`config.mk`:
```
export PLATFORM = sky130hd
export DESIGN_NAME = next_pc_ras_unit
export DESIGN_NICKNAME = d
export VERILOG_FILES = /design/src/rtl/next_pc_ras_unit.sv
export SDC_FILE = /design/constraint.sdc
export NUM_CORES = 1
export LEC_CHECK = 0
export ABC_AREA = 1
export BUFFER_PORTS_ARGS = -buffer_cell sky130_fd_sc_hd__buf_2
export CORE_ASPECT_RATIO = 0.8
export CORE_MARGIN = 5
export CORE_UTILIZATION = 35
export DETAILED_ROUTE_END_ITERATION = 6
export GPL_ROUTABILITY_DRIVEN = 0
export PLACE_DENSITY = 0.65
export SLEW_MARGIN = 5
export SYNTH_ARGS = -nofsm -noshare
export SYNTH_HDL_FRONTEND = slang
export SYNTH_SLANG_ARGS = --single-unit
export TNS_END_PERCENT = 10
```
`constraint.sdc`:
```
create_clock -name clk -period 4.25 [get_ports clk]
set_clock_uncertainty 0.05 [all_clocks]
set_input_delay 0.2125 -clock clk [delete_from_list [all_inputs] [get_ports clk]]
set_output_delay 0.2125 -clock clk [all_outputs]
set_load 0.01 [all_outputs]
```
`src/rtl/next_pc_ras_unit.sv`:
```
// next_pc_ras_unit
//   Next-PC generator feeding the PC register. Chooses between sequential
//   PC+4, ID-stage branch/jal targets, an ID-stage jr target predicted by a
//   return-address stack (RAS), and an EX-stage jr misprediction redirect.
//   Also owns the RAS, a saturating mispredict counter and the IF/ID and
//   ID/EX flush requests.
//
// Ports
//   clk, rst            clock, synchronous active-high reset
//   pc_cur              current fetch PC
//   pc_write            hazard-unit front-end enable (0 = stalled)
//   id_pc               PC of the instruction in ID
//   id_branch_taken/_target, id_jal/_target, id_jr   ID-stage control flow
//   ex_jr, ex_jr_actual, ex_jr_pred, ex_jr_pred_valid  EX-stage jr check
//   pc_next, pc_write_o to the PC register (PC_in / PCwrite)
//   flush_if, flush_id  squash IF/ID and ID/EX registers
//   jr_pred, jr_pred_valid  RAS top of stack, piped along with the ID jr
//   mispredict_cnt      saturating count of EX jr mispredicts
module next_pc_ras_unit #(
    parameter int DEPTH = 4,
    parameter int CNT_W = 16
) (
    input  logic              clk,
    input  logic              rst,
    input  logic [31:0]       pc_cur,
    input  logic              pc_write,
    input  logic [31:0]       id_pc,
    input  logic              id_branch_taken,
    input  logic [31:0]       id_branch_target,
    input  logic              id_jal,
    input  logic [31:0]       id_jal_target,
    input  logic              id_jr,
    input  logic              ex_jr,
    input  logic [31:0]       ex_jr_actual,
    input  logic [31:0]       ex_jr_pred,
    input  logic              ex_jr_pred_valid,
    output logic [31:0]       pc_next,
    output logic              pc_write_o,
    output logic              flush_if,
    output logic              flush_id,
    output logic [31:0]       jr_pred,
    output logic              jr_pred_valid,
    output logic [CNT_W-1:0]  mispredict_cnt
);

    localparam int PTR_W = $clog2(DEPTH);
    localparam int OCC_W = $clog2(DEPTH + 1);
    localparam logic [OCC_W-1:0] OCC_FULL = OCC_W'(DEPTH);

    logic [31:0]      stack [DEPTH];
    logic [PTR_W-1:0] tos;
    logic [OCC_W-1:0] count;

    logic             ex_mis;
    logic             id_fire;
    logic             do_push;
    logic             do_pop;
    logic [PTR_W-1:0] tos_m1;

    // Saturating increment: holds at all-ones instead of wrapping.
    function automatic logic [CNT_W-1:0] sat_inc(input logic [CNT_W-1:0] v);
        if (&v) begin
            return v;
        end
        return v + CNT_W'(1);
    endfunction

    // Occupancy increment clamped at DEPTH; a full stack overwrites its
    // oldest entry while the occupancy stays at DEPTH.
    function automatic logic [OCC_W-1:0] occ_inc(input logic [OCC_W-1:0] v);
        if (v == OCC_FULL) begin
            return v;
        end
        return v + OCC_W'(1);
    endfunction

    assign ex_mis  = ex_jr & (~ex_jr_pred_valid | (ex_jr_actual != ex_jr_pred));
    // ID is only allowed to touch the RAS when it actually advances and is
    // not on a wrong path being squashed by an EX redirect.
    assign id_fire = pc_write & ~ex_mis;
    assign do_push = id_fire & id_jal;
    assign do_pop  = id_fire & id_jr & ~id_jal & (count != '0);
    assign tos_m1  = tos - PTR_W'(1);

    assign jr_pred_valid = (count != '0);
    assign jr_pred       = jr_pred_valid ? stack[tos_m1] : 32'h0;

    always_comb begin
        pc_next  = pc_cur + 32'd4;
        flush_if = 1'b0;
        if (ex_mis) begin
            pc_next  = ex_jr_actual;
            flush_if = 1'b1;
        end else if (id_branch_taken) begin
            pc_next  = id_branch_target;
            flush_if = 1'b1;
        end else if (id_jal) begin
            pc_next  = id_jal_target;
            flush_if = 1'b1;
        end else if (id_jr && jr_pred_valid) begin
            pc_next  = jr_pred;
            flush_if = 1'b1;
        end
    end

    assign flush_id   = ex_mis;
    // An EX redirect must land even while the front end is stalled.
    assign pc_write_o = pc_write | ex_mis;

    always_ff @(posedge clk) begin
        if (rst) begin
            for (int i = 0; i < DEPTH; i++) begin
                stack[i] <= 32'h0;
            end
            tos            <= '0;
            count          <= '0;
            mispredict_cnt <= '0;
        end else begin
            if (do_push) begin
                stack[tos] <= id_pc + 32'd4;
                tos        <= tos + PTR_W'(1);
                count      <= occ_inc(count);
            end else if (do_pop) begin
                tos   <= tos_m1;
                count <= count - OCC_W'(1);
            end
            if (ex_mis) begin
                mispredict_cnt <= sat_inc(mispredict_cnt);
            end
        end
    end

endmodule
```
==> After elaboration in Yosys (flattened, before gate mapping) <==
Memory sizes are Yosys's and may differ from the RTL's.
Cells that the tools add are included.
{ "totals": {"n_memories": 1, "input_bits": 200, "reg_bits": 21, "ramBits": 128} }
{ "mem_list": {"columns": ["memory", "words", "word_bits", "rd", "rd_clocked_by_memory_dff", "write_ports", "line", "text"], "rows": [
  ["stack", 4, 32, 1, 0, 4, "50", "logic [31:0] stack [DEPTH];"]
]} }
{ "classes": {"reduce_logical": 7, "muxes": 29, "bitwise_logic": 11, "n_eq_ne": 4, "addsub": 7} }
{ "ops": {"columns": ["op", "n"], "rows": [
  ["32-bit two-way mux", 6],
  ["32-bit by 3-bit adder with 32-bit output, second input constant", 2],
  ["32-bit inequality test", 1],
  ["32-bit OR reduction", 1],
  ["16-bit by 1-bit adder with 16-bit output, second input constant", 1],
  ["1-bit two-way mux", 16],
  ["16-bit two-way mux", 1],
  ["16-bit AND reduction", 1],
  ["3-bit two-way mux", 3],
  ["1-bit AND", 6],
  ["2-bit two-way mux", 3],
  ["2-bit AND reduction", 2],
  ["3-bit by 1-bit adder with 3-bit output, second input constant", 1],
  ["3-bit == test, second input constant", 1],
  ["3-bit inequality test, second input constant", 1],
  ["1-bit NOT", 3],
  ["3-bit nonzero test", 1],
  ["3-bit by 1-bit subtractor with 3-bit output, second input constant", 1],
  ["2-bit by 1-bit adder with 2-bit output, second input constant", 1],
  ["2-bit inequality test, second input constant", 1],
  ["1-bit OR", 2],
  ["2-bit nonzero test", 1],
  ["2-bit by 1-bit subtractor with 2-bit output, second input constant", 1],
  ["1-bit logical AND", 1]
]} }

==> Longest topological paths before layout <==
{ "depth": {"word_depth": 11, "depth_mapped": 21, "mapped_depth_nobuf": 21} }

==> Worst setup path after synthesis <==
OpenSTA, ideal clock, no wires.
{ "synth_timing": {"path_type": "input to register", "start": "in ex_jr_actual[31]", "end": "mem stack[3][0] (enable)", "setup_slack_ns": 0.483, "arrival_time_ns": 3.251, "cell_stages": 11, "path_buffers": 0, "t_required_ns": 3.734, "cell_sequence": "inv_1 > nor2_1 > nor2_1 > nand3_1 > nor2_1 > nand2_1 > nor2_1 > nand2_1 > nand2_4 > nand3_4 > o21ai_0"} }
{ "synth_lines": {"columns": ["element", "line", "text"], "rows": [
  ["start, declared", "34", "input logic [31:0] ex_jr_actual,"],
  ["end, declared", "50", null]
]} }

==> Final worst setup path <==
{ "layout_timing": {"start": "reg tos[1]", "end": "out pc_next[19]"} }
{ "layout_between": {"elab_chain_len": 7} }
{ "layout_rtl": {"columns": ["element", "line", "text"], "rows": [
  ["start, declared", "51", "logic [PTR_W-1:0] tos;"],
  ["start signal, assigned", "121", "tos <= tos + PTR_W'(1);"],
  ["start signal, assigned", "124", "tos <= tos_m1;"],
  ["2-bit by 1-bit subtractor with 2-bit output", "83", "assign tos_m1 = tos - PTR_W'(1);"],
  ["memory read 4 x 32 bit", null, null],
  ["32-bit two-way mux", "86", "assign jr_pred = jr_pred_valid ? stack[tos_m1] : 32'h0;"],
  ["32-bit two-way mux", "100", "end else if (id_jr && jr_pred_valid) begin"],
  ["32-bit two-way mux", "97", "end else if (id_jal) begin"],
  ["32-bit two-way mux", "94", "end else if (id_branch_taken) begin"],
  ["32-bit two-way mux", "91", "if (ex_mis) begin"],
  ["end, declared", "37", "output logic [31:0] pc_next,"]
]} }
No other way between the ends.

==> impl_metrics.toml <==
[status]
outcome = "finished, final reports clean"

[grt]
grt_use_total_pct = 21.7
grt_pass1_wl_mm = 54.0
grt_pass1_vias = 9531
globalRouteOverflowTotal = 0
grt_max_degree = 50
antenna_found_initial = 0

[worst_setup_path]
start_kind = "flip-flop"
critPathArrivalTime_ps = 3080
worstPathRequired_ps = 3990
reg2reg_to = "stack[2][5]"
rrSetupSlack_ps = 1510
rr_worst_depth = 6
r2r_start = "tos[1]"
worstPathMaxFanout = 20
critPathKind = "flip-flop to output pin"
end_kind = "output pin"

[placement]
pre_cts_ws_ps = 1110
dp.final_hpwl_mm = 27.0
io_buffer_count = 283
dpl.cell_count = 1874

[drt]
wire_per_inst_um = 18.3
drt_wl_total_mm = 35.0
viasPerCell = 5.24
drt_iter0_drc = 1063
via_count = 9985
drc = 0
detail-route-antenna-nets = 0
firstDrtPassIters = 6

[min_path]
min_path_type = "input port to flip-flop"
worstHoldStart = "id_pc[2]"
holdPathStages = 2
hold_end = "stack[2][2]"

[cells_and_area]
postLayoutCoreUtil_pct = 44.2
antenna_cells = 0
fin_cells = 1906
final_common_cell = "buf_2"
final_cell_mix = "buf_2, nand2_1, nor2_1, inv_1, edfxtp_1"
fin_nets = 1733
area_delta_synth_final_pct = 24.4
drive_above_1_share_pct = 24.8

[die]
initial_core_util_pct = 35.5
dieArea_um2 = 31200
core_um2 = 27300
num_rows = 54
die_y_um = 159
die_x_um = 196
ios = 284

[flow_run]
drv_cap = 0

[clock_network]
cts_buffer_depth = 2
post_cts_resized = 0
cts_setup_buffers = 0
htreeDepth = 4
clk_pin_slew_ps = 60
cts_tree = "yes"
postCtsHoldBufs = 0
clock_latency_ps = 420
cts_buffers = 17
cts.sinks = 149
root_buffer = "clkbuf_16"

[pwr]
worst_ir_drop_vdd_uv = 217
p_per_area_nw_per_um2 = 314
power_leakage_nw = 5.44

[sta]
rsz0062_at_grt = "false"
drv_slew = 0
layout_min_cycle_time_ps = 3340
max_slew.worst_pin.slew_ps = 1150
holdWs_ps = 99.5
setup_ws_ps = 906
slew_headroom_pct = 23.4
fmax_mhz = 299
setup-violations-final = 0
finalHoldViolCount = 0
finalCritPeriodShare_pct = 78.7
final.setup.tns_ps = 0

[synth]
synth-main-ff-cell = "edfxtp_1"
yosys_warnings = 0
synth-edff-count = 128
yosysSeqAreaShare_pct = 44.0
synthDistinctLibCells = 56
ys_async_sr_fraction_pct = 0
ys_seq_elements = 149
syn_inst = 1259
syn_area_um2 = 9700
syn_area_per_cell_um2 = 7.70
syn_nets = 1463
report_power, final:
group	switching, mW	internal (mW)
combinational	0.479	0.254
sequential	0.0210	1.64
clock	0.583	0.811
layer usage:
layer | up-vias | GRT usage [%] | wire length, um
met4 | 0 | 5.04 | 777
met1 | 4641 | 30.6 | 15200
met3 | 60 | 4.36 | 3180
met2 | 512 | 34.6 | 15900
met5 | - | 0 | 0
li1 | 4772 | - | -
cells in the mapped netlist, types with 4 or more instances:
| master | n | area share (%) |
|---|---|---|
| nand2_1 | 263 | 10 |
| nor2_1 | 223 | 8.6 |
| inv_1 | 133 | 5.1 |
| edfxtp_1 | 128 | 40 |
| a21oi_1 | 66 | 3.4 |
| o21ai_0 | 65 | 3.4 |
| nand3_1 | 50 | 2.6 |
| clkbuf_1 | 28 | 1.1 |
| nor3_1 | 27 | 1.4 |
| xor2_1 | 27 | 2.4 |
| xnor2_1 | 24 | 2.2 |
| nand4_1 | 22 | 1.4 |
| dfxtp_1 | 21 | 4.3 |
| a22oi_1 | 17 | 1.3 |
| buf_2 | 17 | 0.88 |
| o211ai_1 | 16 | 1.2 |
| a221oi_1 | 11 | 0.99 |
| nor2_4 | 11 | 1.3 |
| a22o_1 | 10 | 0.90 |
| nand2_2 | 9 | 0.58 |
| or2_2 | 9 | 0.58 |
| a31oi_1 | 7 | 0.45 |
| nor4_1 | 7 | 0.45 |
| inv_2 | 6 | 0.23 |
| ha_1 | 4 | 0.52 |
| nand3b_1 | 4 | 0.31 |
| nor2_2 | 4 | 0.26 |
| nor3_2 | 4 | 0.41 |
| o21a_1 | 4 | 0.31 |
| o221ai_1 | 4 | 0.36 |
| o22ai_1 | 4 | 0.26 |
worst max-delay path by stage:
stage | end | startpoint | cells past startpoint | slack (ps)
CTS | pc_next[19] | tos[1] | 11 | 930
detailed placement | pc_write_o | ex_jr_actual[5] | 14 | 1110
floorplan | stack[3][0] | ex_jr_actual[31] | 11 | 480
finish | pc_next[19] | tos[1] | 11 | 910
global route | pc_next[19] | tos[1] | 11 | 690
global placement | pc_write_o | ex_jr_actual[5] | 14 | 1130
through the flow:
step | instance area [um^2] | power (mW)
finish | 12100 | 3.79
global route | 12100 | 3.94
CTS | 12100 | 3.80
detailed placement | 11500 | 2.42
global placement | 11500 | 2.41
floorplan | 9700 | 2.08
flip-flops by register name, indices dropped and copies added, names as in the netlist:
register / cells
tos: 2
count: 3
mispredict_cnt: 16
stack: 128
layout make-up:
class | instances | area, um^2
clock inverters | 8 | 50.0
flip-flops and latches | 149 | 4260
repair buffers | 302 | 1600
multi-input cells | 917 | 4670
inverters | 142 | 536
fillers | 2795 | 15200
well taps | 364 | 455
clock buffers | 24 | 493
kinds of logic after synthesis:
| group | Yosys count | share of synthesized area [%] |
|---|---|---|
| fa+ha+maj | 4 | 0.516 |
| compound gates | 216 | 13.6 |
| buf+inv | 193 | 7.99 |
| simple gates | 646 | 29.4 |
| flops | 149 | 44.0 |
| xor+xnor | 51 | 4.61 |
critical path: stages, from the launching register on:
cell	delay, ps
dfxtp_1	390
inv_1	100
nor2_2	620
buf_4	410
a22oi_1	130
and2_1	210
nor3_1	150
a21oi_1	70
o21ai_0	170
o211ai_1	100
o21ai_0	130
buf_2	170
Note: power is estimated with default switching activity, not from simulation.
